<file path="config.mk">
export PLATFORM = sky130hd
export DESIGN_NAME = vga_raster_gen_flat
export DESIGN_NICKNAME = d
export VERILOG_FILES = /design/src/rtl/vga_raster_gen_pkg.sv /design/src/rtl/vga_raster_gen_if.sv /design/src/rtl/sync_delay_line.sv /design/src/rtl/vga_raster_gen.sv /design/src/flat_wrapper.sv
export SDC_FILE = /design/constraint.sdc
export NUM_CORES = 1
export LEC_CHECK = 0
export ABC_CLOCK_PERIOD_IN_PS = 2900
export CAP_MARGIN = 20
export CORE_UTILIZATION = 50
export CTS_CLUSTER_DIAMETER = 120
export DETAILED_ROUTE_END_ITERATION = 10
export MAX_ROUTING_LAYER = met4
export PLACE_DENSITY = 0.75
export SETUP_SLACK_MARGIN = 0.15
export SLEW_MARGIN = 5
export SYNTH_ARGS = -nofsm -noshare
export SYNTH_HDL_FRONTEND = slang
export SYNTH_HIERARCHICAL = 1
export SYNTH_SLANG_ARGS = --single-unit
</file>
<file path="constraint.sdc">
create_clock -name clk -period 2.9 [get_ports clk]
set_input_delay 0.435 -clock clk [delete_from_list [all_inputs] [get_ports clk]]
set_output_delay 0.435 -clock clk [all_outputs]
set_load 0.05 [all_outputs]
</file>
<file path="src/rtl/vga_raster_gen_pkg.sv">
// Display timing package shared by the raster generator and the draw blocks.
// It holds the default 800x600 timing, the derived totals, the counter
// widths and the encoding of the horizontal phase FSM.
package vga_raster_gen_pkg;

  localparam int unsigned DEF_H_ACTIVE = 800;
  localparam int unsigned DEF_H_FP     = 40;
  localparam int unsigned DEF_H_SYNC   = 128;
  localparam int unsigned DEF_H_BP     = 88;
  localparam int unsigned DEF_H_TOTAL  = DEF_H_ACTIVE + DEF_H_FP + DEF_H_SYNC + DEF_H_BP;

  localparam int unsigned DEF_V_ACTIVE = 600;
  localparam int unsigned DEF_V_FP     = 1;
  localparam int unsigned DEF_V_SYNC   = 4;
  localparam int unsigned DEF_V_BP     = 23;
  localparam int unsigned DEF_V_TOTAL  = DEF_V_ACTIVE + DEF_V_FP + DEF_V_SYNC + DEF_V_BP;

  localparam int unsigned HCNT_W = 11;
  localparam int unsigned VCNT_W = 10;

  // Phase of the next pixel to emit within its line.
  typedef enum logic [1:0] {
    PH_ACTIVE = 2'd0,
    PH_FRONT  = 2'd1,
    PH_SYNC   = 2'd2,
    PH_BACK   = 2'd3
  } h_phase_e;

  // Internal raster state made visible for checkers.
  typedef struct packed {
    h_phase_e            phase;
    logic [HCNT_W-1:0]   hcnt;
    logic [VCNT_W-1:0]   vcnt;
  } raster_dbg_t;

  // Drive level of a sync line given whether it is asserted.
  function automatic logic sync_level(input logic active, input logic pol);
    return active ? pol : ~pol;
  endfunction

endpackage

</file>
<file path="src/rtl/vga_raster_gen_if.sv">
// Raster bus between the timing generator and the draw blocks.
// pix_ce is a plain qualifier, not a handshake: the generator advances one
// pixel on every clk where pix_ce=1 and there is no back-pressure. All
// outputs are registered and change only on the clk edge after pix_ce=1,
// except line_start/frame_start (single-clk pulses) and the delayed syncs.
interface vga_raster_gen_if import vga_raster_gen_pkg::*; ();

  logic                pix_ce;
  logic [HCNT_W-1:0]   gr_x;
  logic [VCNT_W-1:0]   gr_y;
  logic                enable;
  logic                line_start;
  logic                frame_start;
  logic                hsync;
  logic                vsync;
  raster_dbg_t         dbg;

  modport master (
    input  pix_ce,
    output gr_x, gr_y, enable, line_start, frame_start, hsync, vsync, dbg
  );

  modport slave (
    output pix_ce,
    input  gr_x, gr_y, enable, line_start, frame_start, hsync, vsync, dbg
  );

endinterface

</file>
<file path="src/rtl/sync_delay_line.sv">
// Fixed-depth shift register for a single sync line. It shifts every clk
// so downstream pipeline latency is matched in clk cycles, not pixels.
// DEPTH=0 is a straight wire.
module sync_delay_line #(
  parameter int unsigned DEPTH   = 1,
  parameter bit          RST_LVL = 1'b0
) (
  input  logic clk,
  input  logic reset,
  input  logic din,
  output logic dout
);

  if (DEPTH == 0) begin : g_wire
    logic unused_ctl;
    assign unused_ctl = clk ^ reset;
    assign dout       = din;
  end else begin : g_reg
    logic [DEPTH-1:0] stages;

    // Shift one stage per clk; reset parks every stage at the idle level.
    always_ff @(posedge clk) begin
      if (reset) begin
        stages <= {DEPTH{RST_LVL}};
      end else begin
        stages[0] <= din;
        for (int i = 1; i < int'(DEPTH); i++) begin
          stages[i] <= stages[i-1];
        end
      end
    end

    assign dout = stages[DEPTH-1];
  end

endmodule

</file>
<file path="src/rtl/vga_raster_gen.sv">
// VGA raster timing generator. hcnt/vcnt hold the next pixel to emit; on
// every pix_ce the registered outputs take that pixel and the counters step
// on. A small FSM tracks the horizontal phase of hcnt so hsync is a state
// decode rather than a range compare. Raw syncs are registered alongside
// gr_x and then delayed by SYNC_DLY clk to line up with draw-block output.
module vga_raster_gen
  import vga_raster_gen_pkg::*;
#(
  parameter int unsigned H_ACTIVE = DEF_H_ACTIVE,
  parameter int unsigned H_FP     = DEF_H_FP,
  parameter int unsigned H_SYNC   = DEF_H_SYNC,
  parameter int unsigned H_BP     = DEF_H_BP,
  parameter int unsigned V_ACTIVE = DEF_V_ACTIVE,
  parameter int unsigned V_FP     = DEF_V_FP,
  parameter int unsigned V_SYNC   = DEF_V_SYNC,
  parameter int unsigned V_BP     = DEF_V_BP,
  parameter bit          SYNC_POL = 1'b1,
  parameter int unsigned SYNC_DLY = 1
) (
  input  logic             clk,
  input  logic             reset,
  vga_raster_gen_if.master vif
);

  localparam int unsigned H_TOTAL = H_ACTIVE + H_FP + H_SYNC + H_BP;
  localparam int unsigned V_TOTAL = V_ACTIVE + V_FP + V_SYNC + V_BP;

  // Full-width boundary constants so every compare is on counter width.
  localparam logic [HCNT_W-1:0] H_ACT_W     = HCNT_W'(H_ACTIVE);
  localparam logic [HCNT_W-1:0] H_ACT_LAST  = HCNT_W'(H_ACTIVE - 1);
  localparam logic [HCNT_W-1:0] H_FP_LAST   = HCNT_W'(H_ACTIVE + H_FP - 1);
  localparam logic [HCNT_W-1:0] H_SYNC_LAST = HCNT_W'(H_ACTIVE + H_FP + H_SYNC - 1);
  localparam logic [HCNT_W-1:0] H_LAST      = HCNT_W'(H_TOTAL - 1);
  localparam logic [VCNT_W-1:0] V_ACT_W     = VCNT_W'(V_ACTIVE);
  localparam logic [VCNT_W-1:0] V_SYNC_FST  = VCNT_W'(V_ACTIVE + V_FP);
  localparam logic [VCNT_W-1:0] V_SYNC_LAST = VCNT_W'(V_ACTIVE + V_FP + V_SYNC - 1);
  localparam logic [VCNT_W-1:0] V_LAST      = VCNT_W'(V_TOTAL - 1);

  logic [HCNT_W-1:0] hcnt;
  logic [VCNT_W-1:0] vcnt;
  h_phase_e          h_phase;
  logic              h_wrap;
  logic              v_wrap;
  logic              vs_active;

  logic [HCNT_W-1:0] gr_x_q;
  logic [VCNT_W-1:0] gr_y_q;
  logic              enable_q;
  logic              line_start_q;
  logic              frame_start_q;
  logic              raw_hsync;
  logic              raw_vsync;

  assign h_wrap    = (hcnt == H_LAST);
  assign v_wrap    = (vcnt == V_LAST);
  assign vs_active = (vcnt >= V_SYNC_FST) && (vcnt <= V_SYNC_LAST);

  // Raster counters: column steps per pixel, line steps on column wrap.
  always_ff @(posedge clk) begin
    if (reset) begin
      hcnt <= '0;
      vcnt <= '0;
    end else if (vif.pix_ce) begin
      if (h_wrap) begin
        hcnt <= '0;
        vcnt <= v_wrap ? '0 : vcnt + VCNT_W'(1);
      end else begin
        hcnt <= hcnt + HCNT_W'(1);
      end
    end
  end

  // Horizontal phase FSM for hcnt: leaves each phase on its last column.
  always_ff @(posedge clk) begin
    if (reset) begin
      h_phase <= PH_ACTIVE;
    end else if (vif.pix_ce) begin
      case (h_phase)
        PH_ACTIVE: if (hcnt == H_ACT_LAST)  h_phase <= PH_FRONT;
        PH_FRONT:  if (hcnt == H_FP_LAST)   h_phase <= PH_SYNC;
        PH_SYNC:   if (hcnt == H_SYNC_LAST) h_phase <= PH_BACK;
        PH_BACK:   if (h_wrap)              h_phase <= PH_ACTIVE;
        default:                            h_phase <= PH_ACTIVE;
      endcase
    end
  end

  // Output registers: load the pending pixel on pix_ce; pulses drop otherwise.
  always_ff @(posedge clk) begin
    if (reset) begin
      gr_x_q        <= '0;
      gr_y_q        <= '0;
      enable_q      <= 1'b0;
      line_start_q  <= 1'b0;
      frame_start_q <= 1'b0;
      raw_hsync     <= ~SYNC_POL;
      raw_vsync     <= ~SYNC_POL;
    end else begin
      line_start_q  <= 1'b0;
      frame_start_q <= 1'b0;
      if (vif.pix_ce) begin
        gr_x_q        <= hcnt;
        gr_y_q        <= vcnt;
        enable_q      <= (hcnt < H_ACT_W) && (vcnt < V_ACT_W);
        line_start_q  <= (hcnt == '0);
        frame_start_q <= (hcnt == '0) && (vcnt == '0);
        raw_hsync     <= sync_level(h_phase == PH_SYNC, SYNC_POL);
        raw_vsync     <= sync_level(vs_active, SYNC_POL);
      end
    end
  end

  sync_delay_line #(
    .DEPTH   (SYNC_DLY),
    .RST_LVL (~SYNC_POL)
  ) u_hsync_dly (
    .clk   (clk),
    .reset (reset),
    .din   (raw_hsync),
    .dout  (vif.hsync)
  );

  sync_delay_line #(
    .DEPTH   (SYNC_DLY),
    .RST_LVL (~SYNC_POL)
  ) u_vsync_dly (
    .clk   (clk),
    .reset (reset),
    .din   (raw_vsync),
    .dout  (vif.vsync)
  );

  assign vif.gr_x        = gr_x_q;
  assign vif.gr_y        = gr_y_q;
  assign vif.enable      = enable_q;
  assign vif.line_start  = line_start_q;
  assign vif.frame_start = frame_start_q;
  assign vif.dbg         = {h_phase, hcnt, vcnt};

endmodule

</file>
<file path="src/flat_wrapper.sv">
// flat-port wrapper written by rule: the top's interface ports become plain ports
module vga_raster_gen_flat import vga_raster_gen_pkg::*;
#(
  parameter int unsigned H_ACTIVE = DEF_H_ACTIVE,
  parameter int unsigned H_FP     = DEF_H_FP,
  parameter int unsigned H_SYNC   = DEF_H_SYNC,
  parameter int unsigned H_BP     = DEF_H_BP,
  parameter int unsigned V_ACTIVE = DEF_V_ACTIVE,
  parameter int unsigned V_FP     = DEF_V_FP,
  parameter int unsigned V_SYNC   = DEF_V_SYNC,
  parameter int unsigned V_BP     = DEF_V_BP,
  parameter bit          SYNC_POL = 1'b1,
  parameter int unsigned SYNC_DLY = 1
)
  (clk, reset, vif_pix_ce, vif_gr_x, vif_gr_y, vif_enable, vif_line_start, vif_frame_start, vif_hsync, vif_vsync, vif_dbg);
  vga_raster_gen_if vif_i ();
  input  logic clk;
  input  logic reset;
  input wire logic [$bits(vif_i.pix_ce)-1:0] vif_pix_ce;
  output wire logic [$bits(vif_i.gr_x)-1:0] vif_gr_x;
  output wire logic [$bits(vif_i.gr_y)-1:0] vif_gr_y;
  output wire logic [$bits(vif_i.enable)-1:0] vif_enable;
  output wire logic [$bits(vif_i.line_start)-1:0] vif_line_start;
  output wire logic [$bits(vif_i.frame_start)-1:0] vif_frame_start;
  output wire logic [$bits(vif_i.hsync)-1:0] vif_hsync;
  output wire logic [$bits(vif_i.vsync)-1:0] vif_vsync;
  output wire logic [$bits(vif_i.dbg)-1:0] vif_dbg;
  assign vif_i.pix_ce = vif_pix_ce;
  assign vif_gr_x = vif_i.gr_x;
  assign vif_gr_y = vif_i.gr_y;
  assign vif_enable = vif_i.enable;
  assign vif_line_start = vif_i.line_start;
  assign vif_frame_start = vif_i.frame_start;
  assign vif_hsync = vif_i.hsync;
  assign vif_vsync = vif_i.vsync;
  assign vif_dbg = vif_i.dbg;
  vga_raster_gen #(.H_ACTIVE(H_ACTIVE), .H_FP(H_FP), .H_SYNC(H_SYNC), .H_BP(H_BP), .V_ACTIVE(V_ACTIVE), .V_FP(V_FP), .V_SYNC(V_SYNC), .V_BP(V_BP), .SYNC_POL(SYNC_POL), .SYNC_DLY(SYNC_DLY)) u_core (.clk(clk), .reset(reset), .vif(vif_i));
endmodule
</file>
=== Yosys cells after proc, flatten, opt, wreduce, memory -nomap -nowiden ===
Cells that the tools add are included.

* Add/subtract/negate cells: 2
* Order comparisons: 4
* Equality and inequality tests: 12
* Muxes and demuxes: 9
* Bitwise gates (word level): 1
* Reductions and logical operators: 9

{| class="wikitable"
|+ Operators by type and width
! operator !! number
|-
| $eq A11 B10 Y1 const B || 3
|-
| $add A11 B1 Y11 const B || 1
|-
| $eq A11 B11 Y1 const B || 1
|-
| $logic_not A11 Y1 || 1
|-
| $lt A11 B10 Y1 const B || 1
|-
| $mux W11 || 1
|-
| $add A10 B1 Y10 const B || 1
|-
| $eq A10 B10 Y1 const B || 1
|-
| $ge A10 B10 Y1 const B || 1
|-
| $le A10 B10 Y1 const B || 1
|-
| $logic_not A10 Y1 || 1
|-
| $lt A10 B10 Y1 const B || 1
|-
| $mux W10 || 1
|-
| $mux W2 || 4
|-
| $ne A2 B1 Y1 const B || 4
|-
| $pmux W2 S4 || 1
|-
| $reduce_and A5 Y1 || 1
|-
| $eq A2 B2 Y1 const B || 2
|-
| $logic_and A1 B1 Y1 || 3
|-
| $eq A2 B1 Y1 const B || 1
|-
| $logic_not A2 Y1 || 1
|-
| $mux W1 || 2
|-
| $reduce_and A2 Y1 || 1
|-
| $reduce_or A2 Y1 || 1
|-
| $not A1 Y1 || 1
|}

* Bits in registers: 51
* Input bits: 3
* Output and inout port bits: 49
* Word-level logic and storage cells: 49

=== Logic depth before layout (Yosys ltp) ===
Gate-level depths: netlist of run 1.

* Word-level depth: 3
* Gate-level depth with buffers: 7
* Mapped depth without buffers: 6

=== By module ===
Netlist of run 1, hierarchy kept.

{| class="wikitable"
|+ Modules (own cells, without submodules)
! module !! times used !! cells each !! area each (um2) !! seq. area each (um2)
|-
| vga_raster_gen || 1 || 254 || 2288.4 || 980.9
|-
| sync_delay_line || 2 || 2 || 33.8 || 20.0
|}

=== Least setup slack after synthesis of run 1 ===
No wires, ideal clock.

* Path kind: register to register
* From: reg u_core.hcnt[1]
* To: reg u_core.vcnt[3]
* Arrival time: 1.855 ns
* Slack: 0.898 ns
* Stages on the path, launching flop included: 8
* Path buffers: 1
* Clock period less this slack: 2.002 ns
* Path through: dfxtp_1 -> ha_1 -> and4_1 -> and4_1 -> buf_2 -> nor2_1 -> o21ai_1 -> o31ai_1

* Word-level cells in the longest chain between the ends: 2

{| class="wikitable"
|+ Ends and longest elaborated chain
! item !! line !! RTL
|-
| start: declaration || vga_raster_gen.sv:39 || <nowiki>logic [HCNT_W-1:0] hcnt;</nowiki>
|-
| start signal: assignment || vga_raster_gen.sv:68 || <nowiki>hcnt <= hcnt + HCNT_W'(1);</nowiki>
|-
| $eq A11 B11 Y1 || vga_raster_gen.sv:54 || <nowiki>assign h_wrap = (hcnt == H_LAST);</nowiki>
|-
| $reduce_and A2 Y1 (no line) || -- ||
|-
| end signal: assignment || vga_raster_gen.sv:66 || <nowiki>vcnt <= v_wrap ? '0 : vcnt + VCNT_W'(1);</nowiki>
|-
| end: declaration || vga_raster_gen.sv:40 || <nowiki>logic [VCNT_W-1:0] vcnt;</nowiki>
|}

No other way between the ends.
A chain may end at the register's enable or synchronous reset.

=== Worst setup path after layout of run 1 ===
* From: reg u_core.vcnt[2]
* To: out vif_dbg[2]

{| class="wikitable"
|+ RTL lines
! item !! line !! RTL
|-
| end: declaration || flat_wrapper.sv:27 || <nowiki>output wire logic [$bits(vif_i.dbg)-1:0] vif_dbg;</nowiki>
|}

No word-level cell between the ends.

==> flow_summary.json, run 1 <==
{
  "synth-edff-count": 0,
  "cpLargestDelayFamily": "buffers and inverters",
  "ir_drop_uv": 274,
  "wl_met2_um": 2420,
  "synthXorXnorAreaFrac": 0.0372,
  "period_share": 0.745,
  "syn_avg_cell_area_um2": 9.13,
  "syn2layout_area_growth_pct": 26.1,
  "ctsResizeCount": 0,
  "switching_power_uw": 271,
  "hold_class": "flip-flop to flip-flop",
  "clock_sinks": 51,
  "ant_nets": 0,
  "synth_nets": 272,
  "critical_path.endpoint": "vif_dbg[2]",
  "final-setup-viol-count": 0,
  "place_hpwl_um": 3590,
  "root_buffer": "clkbuf_8",
  "wl_met3_um": 334,
  "n_antenna_cell": 0,
  "ys_warn_count": 6,
  "crit_start": "u_core/vcnt[2]",
  "reg2reg_to": "u_core/vcnt[7]",
  "rsz0062_at_grt": "no",
  "yosysTopAreaCell": "dfxtp_1",
  "first_global_vias": 1788,
  "worst_pin_slew_ns": 0.559,
  "critPathKind": "flip-flop to output port",
  "start_util": 0.530,
  "status": "complete, but fails checks",
  "synth_compound_area_frac": 0.0972,
  "slew_headroom": 0.626,
  "netlist_area_mm2": 0.00236,
  "final_hold_viol_count": 0,
  "tns_ns": 0,
  "setup.worst_path.end_class": "output port",
  "grt_pass1_wl_um": 8800,
  "crit_fanout": 11,
  "via_count": 1983,
  "crit_required_ns": 2.47,
  "synth_top_family_by_area": "simple AND/OR/NAND/NOR gates",
  "port_buffers": 51,
  "power_frac_seq": 0.608,
  "routed_wl_um": 5310,
  "r2r-start": "u_core/hcnt[0]",
  "drtPass1Iterations": 7,
  "top_layer": "met4",
  "ys_ff_latch": 51,
  "yosys.area.top_type_share": 0.433,
  "htreeDepth": 2,
  "fin_nets": 319,
  "yosysSeqAreaShare": 0.433,
  "cts_tree": "built",
  "num_io_pins": 52,
  "p_leak_uw": 0.00114,
  "cts.path.max_buffers": 2,
  "final-max-slew-violation-count": 0,
  "post-route-util": 0.669,
  "skew_ns": 0.00410,
  "wl_met1_um": 2490,
  "rows": 24,
  "overflow": 0,
  "ctsHoldBuffers": 0,
  "vias_per_cell": 5.57,
  "cp.depth": 1,
  "grt_usage": 0.232,
  "failed_checks": "DRC",
  "yosys.cell_types.count": 38,
  "power_frac_comb": 0.076,
  "grt_max_degree": 25,
  "critPathLaunchType": "flip-flop",
  "synth_cells": 258,
  "max_stage_delay_ns": 0.87,
  "wl_per_cell_um": 14.9,
  "crit_arrival_ns": 1.73,
  "cap_violations": 0,
  "dr.first_iter.drc_count": 175,
  "crit_slowest_cell": "clkdlybuf4s50_1",
  "crit_path_cell_trace": "clkdlybuf4s50_1",
  "antenna_found_initial": 0,
  "yosys.area_share.adder": 0.0584,
  "synthArstFlopShare": 0,
  "post-route-drc-count": 4,
  "cts.reportedPaths.clkPinSlew_ns": 0.08,
  "synthFlopType": "dfxtp_1",
  "min_period_ns": 2.16,
  "fp.dieH_um": 70.6,
  "synthTopCellsByArea": "dfxtp_1, mux2i_1, nor2_1",
  "gp_congestion": 0.851,
  "swShare": 0.232,
  "cts_buffers": 5,
  "power.internal_uw": 898,
  "die_w_um": 70.6,
  "synthMuxAreaShare": 0.0977,
  "synth_simple_gate_area_frac": 0.237,
  "clock_latency_ns": 0.30,
  "clock_power_share": 0.316,
  "fmax_ghz": 0.463,
  "power_density_mw_per_mm2": 393,
  "r2r_cells": 6,
  "drive_gt1_frac": 0.0493,
  "postCtsSetupRepairBufs": 0,
  "core_mm2": 0.00444,
  "dieArea_mm2": 0.00499,
  "crit_buf_inv": 1,
  "rrSetupSlack_ns": 0.94
}
==> per-stage QoR <==
stage | hold slack (ns) | cell area (um^2) | setup slack (ns) | instances | power, uW
after floorplan | 0.443 | 2360 | 0.898 | 258 | 787
after global placement | 0.452 | 2900 | 0.846 | 350 | 815
after detailed placement | 0.458 | 2900 | 0.816 | 350 | 816
after CTS | 0.473 | 2970 | 0.731 | 356 | 1180
after global routing | 0.494 | 2970 | 0.655 | 356 | 1220
final | 0.470 | 2970 | 0.739 | 356 | 1170
==> Yosys cell counts, types with 5 or more instances <==
master and n:
dfxtp_1 51, nor2_1 42, mux2i_1 23, nand2_1 15, nand3_1 13, ha_1 11, clkbuf_1 9, inv_1 8
o21ai_1 8, xor2_1 8, a21oi_1 7, o31ai_1 6, and4_1 5, buf_2 5, nand4_1 5
==> routing by layer <==
metal / vias to the layer above / GRT usage
met3: 8 / 0.0655
met4: 0 / 0.0600
met1: 918 / 0.309
li1: 984 / -
met5: - / -
met2: 73 / 0.348
==> power by group through the flow <==
| stage | clock network (uW) | registers [uW] | logic, uW |
|---|---|---|---|
| after CTS | 382 | 711 | 89.5 |
| after global placement | 0 | 727 | 87.9 |
| after global routing | 415 | 712 | 95.1 |
| after detailed placement | 0 | 727 | 89.0 |
| final | 369 | 711 | 89.1 |
| after floorplan | 0 | 747 | 40.2 |
==> state kept, by name, indices dropped and copies added, names as in the netlist, 2 cells and up <==
name and cells:
u_core/h_phase 2, u_core/hcnt 11, u_core/vcnt 10, u_core/vif.gr_x 11
u_core/vif.gr_y 10
==> cells by family (layout without fill, tap and decap cells) <==
kind of cell,count (synthesis),after routing
muxes,23,23
xor gates and xnor gates,10,10
buffers and inverters,23,69
AOI/OAI and AO/OA,32,32
adders and majority gates,11,11
DFF,51,51
and+or+nand+nor,108,108
==> how the worst min path moves through the flow <==
stage	start	endpoint	slack, ns	cells past startpoint
2_1_floorplan	u_core/raw_hsync	u_core/u_hsync_dly/dout	0.44	1
3_3_place_gp	u_core/vif.enable	u_core/vif.enable	0.45	2
3_5_place_dp	u_core/raw_hsync	u_core/u_hsync_dly/dout	0.46	1
4_1_cts	u_core/raw_hsync	u_core/u_hsync_dly/dout	0.47	1
5_1_grt	u_core/raw_hsync	u_core/u_hsync_dly/dout	0.49	1
6_report	u_core/raw_hsync	u_core/u_hsync_dly/dout	0.47	1
==> placed cells by master (no fill, tap or decap), drive strengths merged, types with 2 or more instances in the layout <==
master | netlist | layout
nand3 | 13 | 13
buf | 6 | 4
a21oi | 7 | 7
nor3 | 3 | 3
mux2i | 23 | 23
o31ai | 6 | 6
clkdlybuf4s50 | 0 | 51
nor3b | 4 | 4
nand2b | 3 | 3
xnor2 | 2 | 2
and2 | 3 | 3
nand2 | 15 | 15
ha | 11 | 11
and4 | 5 | 5
inv | 8 | 8
o21ai | 10 | 10
nand4 | 5 | 5
a31oi | 3 | 3
or3 | 3 | 3
and3 | 4 | 4
xor2 | 8 | 8
nor2 | 42 | 42
dfxtp | 51 | 51
nor2b | 4 | 4
clkbuf | 9 | 6
==> layout make-up <==
class | instances | area [um^2]
Inverter | 8 | 30.0
Sequential cell | 51 | 1020
Fill cell | 376 | 1470
Clock buffer | 6 | 72.6
Multi-Input combinational cell | 184 | 1240
Tap cell | 52 | 65.1
Timing Repair Buffer | 55 | 541
No activity file was read; power rests on OpenSTA's default activity.
==> run 2: changes to the inputs <==
Settings changed: ABC_CLOCK_PERIOD_IN_PS 2900 to 2100.
Clock period 2.9 ns to 2.1 ns, I/O delays scaled along.
==> run 2 against run 1 <==
Compared with the run above: the flow still finishes with violations (DRC); routed wire length increased by 6.5%; largest power group unchanged; total power increased by 55%; global-route usage increased by 1.7 points; core utilization increased by 2.4 points; first-iteration DRC count decreased by 14%; sequential power increased by 38%; critical endpoint is now vif_dbg[13]; setup slack got worse by 0.54 ns; die area unchanged; combinational power increased by 44%; cell count increased by 3.1%; critical path depth unchanged; highest routed layer unchanged.
==> flow_summary.json, run 2 (synthesis gave the netlist of run 1 again) <==
{
  "crit_path_cell_trace": "clkdlybuf4s50_1",
  "min_period_ns": 1.90,
  "first_global_vias": 1918,
  "cap_violations": 0,
  "cts.path.max_buffers": 2,
  "dr.first_iter.drc_count": 151,
  "post-route-drc-count": 6,
  "max_stage_delay_ns": 0.84,
  "drive_gt1_frac": 0.0984,
  "grt_max_degree": 17,
  "cp.depth": 1,
  "placed_cell_area_mm2": 0.00297,
  "critPathKind": "flip-flop to output port",
  "final_common_cell": "dfxtp_1",
  "final_hold_viol_count": 0,
  "mostFrequentLayoutCells": "dfxtp_1, nor2_1, clkdlybuf4s50_1",
  "start_util": 0.530,
  "place_ws_ns": 0.274,
  "worst_pin_slew_ns": 0.522,
  "dp.cells": 359,
  "drtPass1Iterations": 7,
  "fin_ws_ns": 0.203,
  "grt_pass1_wl_um": 9430,
  "failed_checks": "DRC",
  "die_w_um": 70.6,
  "gp_congestion": 0.866,
  "crit_required_ns": 1.78,
  "clock_latency_ns": 0.31,
  "tns_ns": 0,
  "root_buffer": "clkbuf_8",
  "ctsHoldBuffers": 0,
  "final-max-slew-violation-count": 0,
  "power.internal_uw": 1410,
  "crit_slowest_cell": "clkdlybuf4s50_1",
  "num_io_pins": 52,
  "crit_fanout": 5,
  "overflow": 0,
  "wl_per_cell_um": 15.4,
  "period_share": 0.903,
  "routed_wl_um": 5650,
  "clock_power_share": 0.388,
  "fin_nets": 328,
  "core_mm2": 0.00444,
  "via_count": 2027,
  "cts_buffers": 5,
  "rows": 24,
  "htreeDepth": 2,
  "skew_ns": 0.00769,
  "rrSetupSlack_ns": 0.31,
  "power_density_mw_per_mm2": 590,
  "p_leak_uw": 0.00130,
  "swShare": 0.224,
  "antenna_found_initial": 0,
  "power_frac_seq": 0.541,
  "vias_per_cell": 5.52,
  "cpLargestDelayFamily": "buffers and inverters",
  "final-setup-viol-count": 0,
  "crit_buf_inv": 1,
  "fp.dieH_um": 70.6,
  "critical_path.endpoint": "vif_dbg[13]",
  "instances_no_fill": 367,
  "place_hpwl_um": 3960,
  "post-route-util": 0.693,
  "setup.worst_path.end_class": "output port",
  "dieArea_mm2": 0.00499,
  "crit_arrival_ns": 1.58,
  "power_frac_comb": 0.070,
  "clock_sinks": 51,
  "ir_drop_uv": 399,
  "status": "complete, but fails checks",
  "reg2reg_to": "u_core/vcnt[4]",
  "critPathLaunchType": "flip-flop",
  "grt_usage": 0.249,
  "r2r_cells": 6,
  "design_area_mm2": 0.00308,
  "rsz0062_at_grt": "no",
  "n_antenna_cell": 0,
  "fmax_ghz": 0.527,
  "cts.reportedPaths.clkPinSlew_ns": 0.09,
  "hold_class": "flip-flop to flip-flop",
  "r2r-start": "u_core/hcnt[1]",
  "crit_start": "u_core/hcnt[3]",
  "switching_power_uw": 407,
  "syn2layout_area_growth_pct": 30.6,
  "cts_tree": "built",
  "ant_nets": 0,
  "slew_headroom": 0.651,
  "port_buffers": 51
}
run 2: power groups by stage:
stage | logic, uW | clock network (uW) | registers [uW]
after CTS | 128 | 721 | 983
after global placement | 126 | 0 | 1010
after global routing | 137 | 768 | 985
after detailed placement | 127 | 0 | 1010
after floorplan | 55.5 | 0 | 1030
final | 128 | 705 | 983
run 2: what timing repair did:
action | in CTS | in global routing
setup buffers | 0 | 0
setup endpoints to repair | 15 | 3
resized for setup | 15 | 3
run 2: layout make-up:
cell class                      count  area (um^2)
Fill cell                         372         1370
Multi-Input combinational cell    184         1250
Sequential cell                    51         1020
Timing Repair Buffer               64          592
Clock buffer                        6         82.6
Tap cell                           52         65.1
Clock inverter                      2         35.0
Inverter                            8         30.0
run 2: how the worst min path moves through the flow:
stage,from,endpoint,slack [ns],cells after the start
2_1_floorplan,reset,u_core/u_hsync_dly/dout,0.38,1
3_3_place_gp,u_core/raw_hsync,u_core/u_hsync_dly/dout,0.46,1
3_5_place_dp,u_core/raw_hsync,u_core/u_hsync_dly/dout,0.46,1
4_1_cts,u_core/vif.enable,u_core/vif.enable,0.48,2
5_1_grt,u_core/raw_hsync,u_core/u_hsync_dly/dout,0.49,1
6_report,u_core/vif.enable,u_core/vif.enable,0.47,2
run 2: through the flow:
step	total power [uW]	hold slack (ns)
after CTS	1830	0.478
after detailed placement	1130	0.465
after global routing	1890	0.488
after floorplan	1090	0.379
final	1820	0.474
after global placement	1130	0.455
run 2: layer usage:
metal,share of wire,track usage,vias up
li1,-,-,999
met1,0.47,0.326,947
met2,0.45,0.381,71
met3,0.061,0.0527,10
met4,0.017,0.0911,0
met5,0,-,-
==> run 3: changes to the inputs <==
Settings changed: SETUP_SLACK_MARGIN 0.15 to default, SLEW_MARGIN 5 to 20.
==> run 3 against run 2 <==
Compared with the run above: sequential share of layout area shrank 0.23 points; the run still ends with DRC left; critical endpoint is now vif_dbg[18]; highest routed layer unchanged; die area is the same; flip-flop and latch count is the same; register-to-register slack lost 0.06 ns.
==> flow_summary.json, run 3 (synthesis gave the netlist of run 1 again) <==
{
  "drtPass1Iterations": 8,
  "p_leak_uw": 0.00122,
  "power_frac_comb": 0.073,
  "final-max-slew-violation-count": 0,
  "hold_class": "flip-flop to flip-flop",
  "max_stage_delay_ns": 0.88,
  "num_io_pins": 52,
  "crit_fanout": 9,
  "antenna_found_initial": 0,
  "power.internal_uw": 1380,
  "rrSetupSlack_ns": 0.25,
  "cpLargestDelayFamily": "buffers and inverters",
  "crit_buf_inv": 1,
  "critPathLaunchType": "flip-flop",
  "wl_per_cell_um": 15.1,
  "clock_latency_ns": 0.31,
  "syn2layout_area_growth_pct": 31.2,
  "cts.reportedPaths.clkPinSlew_ns": 0.10,
  "cts.path.max_buffers": 2,
  "cap_violations": 0,
  "port_buffers": 51,
  "fin_ws_ns": 0.0560,
  "n_antenna_cell": 0,
  "htreeDepth": 2,
  "clock_power_share": 0.387,
  "post-route-util": 0.696,
  "power_density_mw_per_mm2": 587,
  "rows": 24,
  "multi_input_area_mm2": 0.00124,
  "grt_max_degree": 18,
  "grt_pass1_wl_um": 8770,
  "fp.dieH_um": 70.6,
  "critPathKind": "flip-flop to output port",
  "crit_arrival_ns": 1.73,
  "start_util": 0.530,
  "final_hold_viol_count": 0,
  "place_hpwl_um": 3960,
  "final.fill_count": 356,
  "dp.cells": 360,
  "root_buffer": "clkbuf_8",
  "ir_drop_uv": 331,
  "first_global_vias": 1826,
  "swShare": 0.238,
  "gp_congestion": 0.886,
  "drive_gt1_frac": 0.0886,
  "via_count": 2027,
  "status": "complete, but fails checks",
  "vias_per_cell": 5.51,
  "die_w_um": 70.6,
  "setup.worst_path.end_class": "output port",
  "ant_nets": 0,
  "place_ws_ns": 0.305,
  "grt_usage": 0.231,
  "mostFrequentLayoutCells": "dfxtp_1, clkdlybuf4s50_1, nor2_1",
  "final-setup-viol-count": 0,
  "period_share": 0.973,
  "dieArea_mm2": 0.00499,
  "final_common_cell": "dfxtp_1",
  "crit_slowest_cell": "clkdlybuf4s50_1",
  "slew_headroom": 0.640,
  "rsz0062_at_grt": "no",
  "routed_wl_um": 5580,
  "post-route-drc-count": 5,
  "worst_pin_slew_ns": 0.539,
  "power_frac_seq": 0.540,
  "dr.first_iter.drc_count": 139,
  "cts_buffers": 5,
  "fin_nets": 329,
  "switching_power_uw": 432,
  "crit_required_ns": 1.78,
  "min_period_ns": 2.04,
  "regArea_mm2": 0.00102,
  "core_mm2": 0.00444,
  "skew_ns": 0.0135,
  "instances_no_fill": 368,
  "clock_sinks": 51,
  "failed_checks": "DRC",
  "fmax_ghz": 0.489,
  "cts_tree": "built",
  "overflow": 0,
  "crit_path_cell_trace": "clkdlybuf4s50_1",
  "tns_ns": 0
}
run 3: cell types whose count changed in the layout (fill, tap and decap cells not counted), sizes merged:
cell / delta
clkbuf: -1
inv: +1
clkinvlp: +1
clkdlybuf4s50: +15
clkinv: -1
dlygate4sd2: -15
buf: +1
run 3: repair_timing:
action                     CTS  global route
hold buffers                 0             0
gates resized for setup      0             1
setup endpoints to repair    0             1
buffers inserted             0             0
run 3: power groups by stage:
stage | sequential [uW] | clock, uW | combinational (uW)
2_1_floorplan | 1030 | 0 | 55.5
3_3_place_gp | 1000 | 0 | 132
3_5_place_dp | 1000 | 0 | 133
4_1_cts | 980 | 720 | 133
5_1_grt | 982 | 751 | 142
6_report | 980 | 702 | 133
run 3: path summary, 6_finish.rpt:
path / from / end / cells after the start
worst max-delay path: u_core/hcnt[8] / vif_dbg[18] / 1
worst min-delay path: u_core/vif.enable / u_core/vif.enable / 2
worst max register to register: u_core/hcnt[0] / u_core/vcnt[8] / 6
worst min register to register: u_core/vif.enable / u_core/vif.enable / 2
run 3: routing by layer:
layer	track usage	wire (um)
met1	0.288	2570
met2	0.371	2650
met3	0.0556	303
met4	0.0756	45
met5	-	0
run 3: through the flow:
| step | hold slack (ns) | instance area [um^2] | power (uW) |
|---|---|---|---|
| CTS | 0.472 | 3090 | 1830 |
| floorplan | 0.379 | 2360 | 1090 |
| finish | 0.474 | 3090 | 1820 |
| detailed placement | 0.457 | 2970 | 1140 |
| global placement | 0.451 | 2970 | 1130 |
| global route | 0.486 | 3090 | 1870 |
run 3: layout make-up:
| cell class | count | area share |
|---|---|---|
| Multi-Input combinational cell | 184 | 0.402 |
| Tap cell | 52 | 0.0210 |
| Inverter | 8 | 0.00971 |
| Timing Repair Buffer | 65 | 0.200 |
| Clock inverter | 3 | 0.0150 |
| Sequential cell | 51 | 0.330 |
| Clock buffer | 5 | 0.0223 |
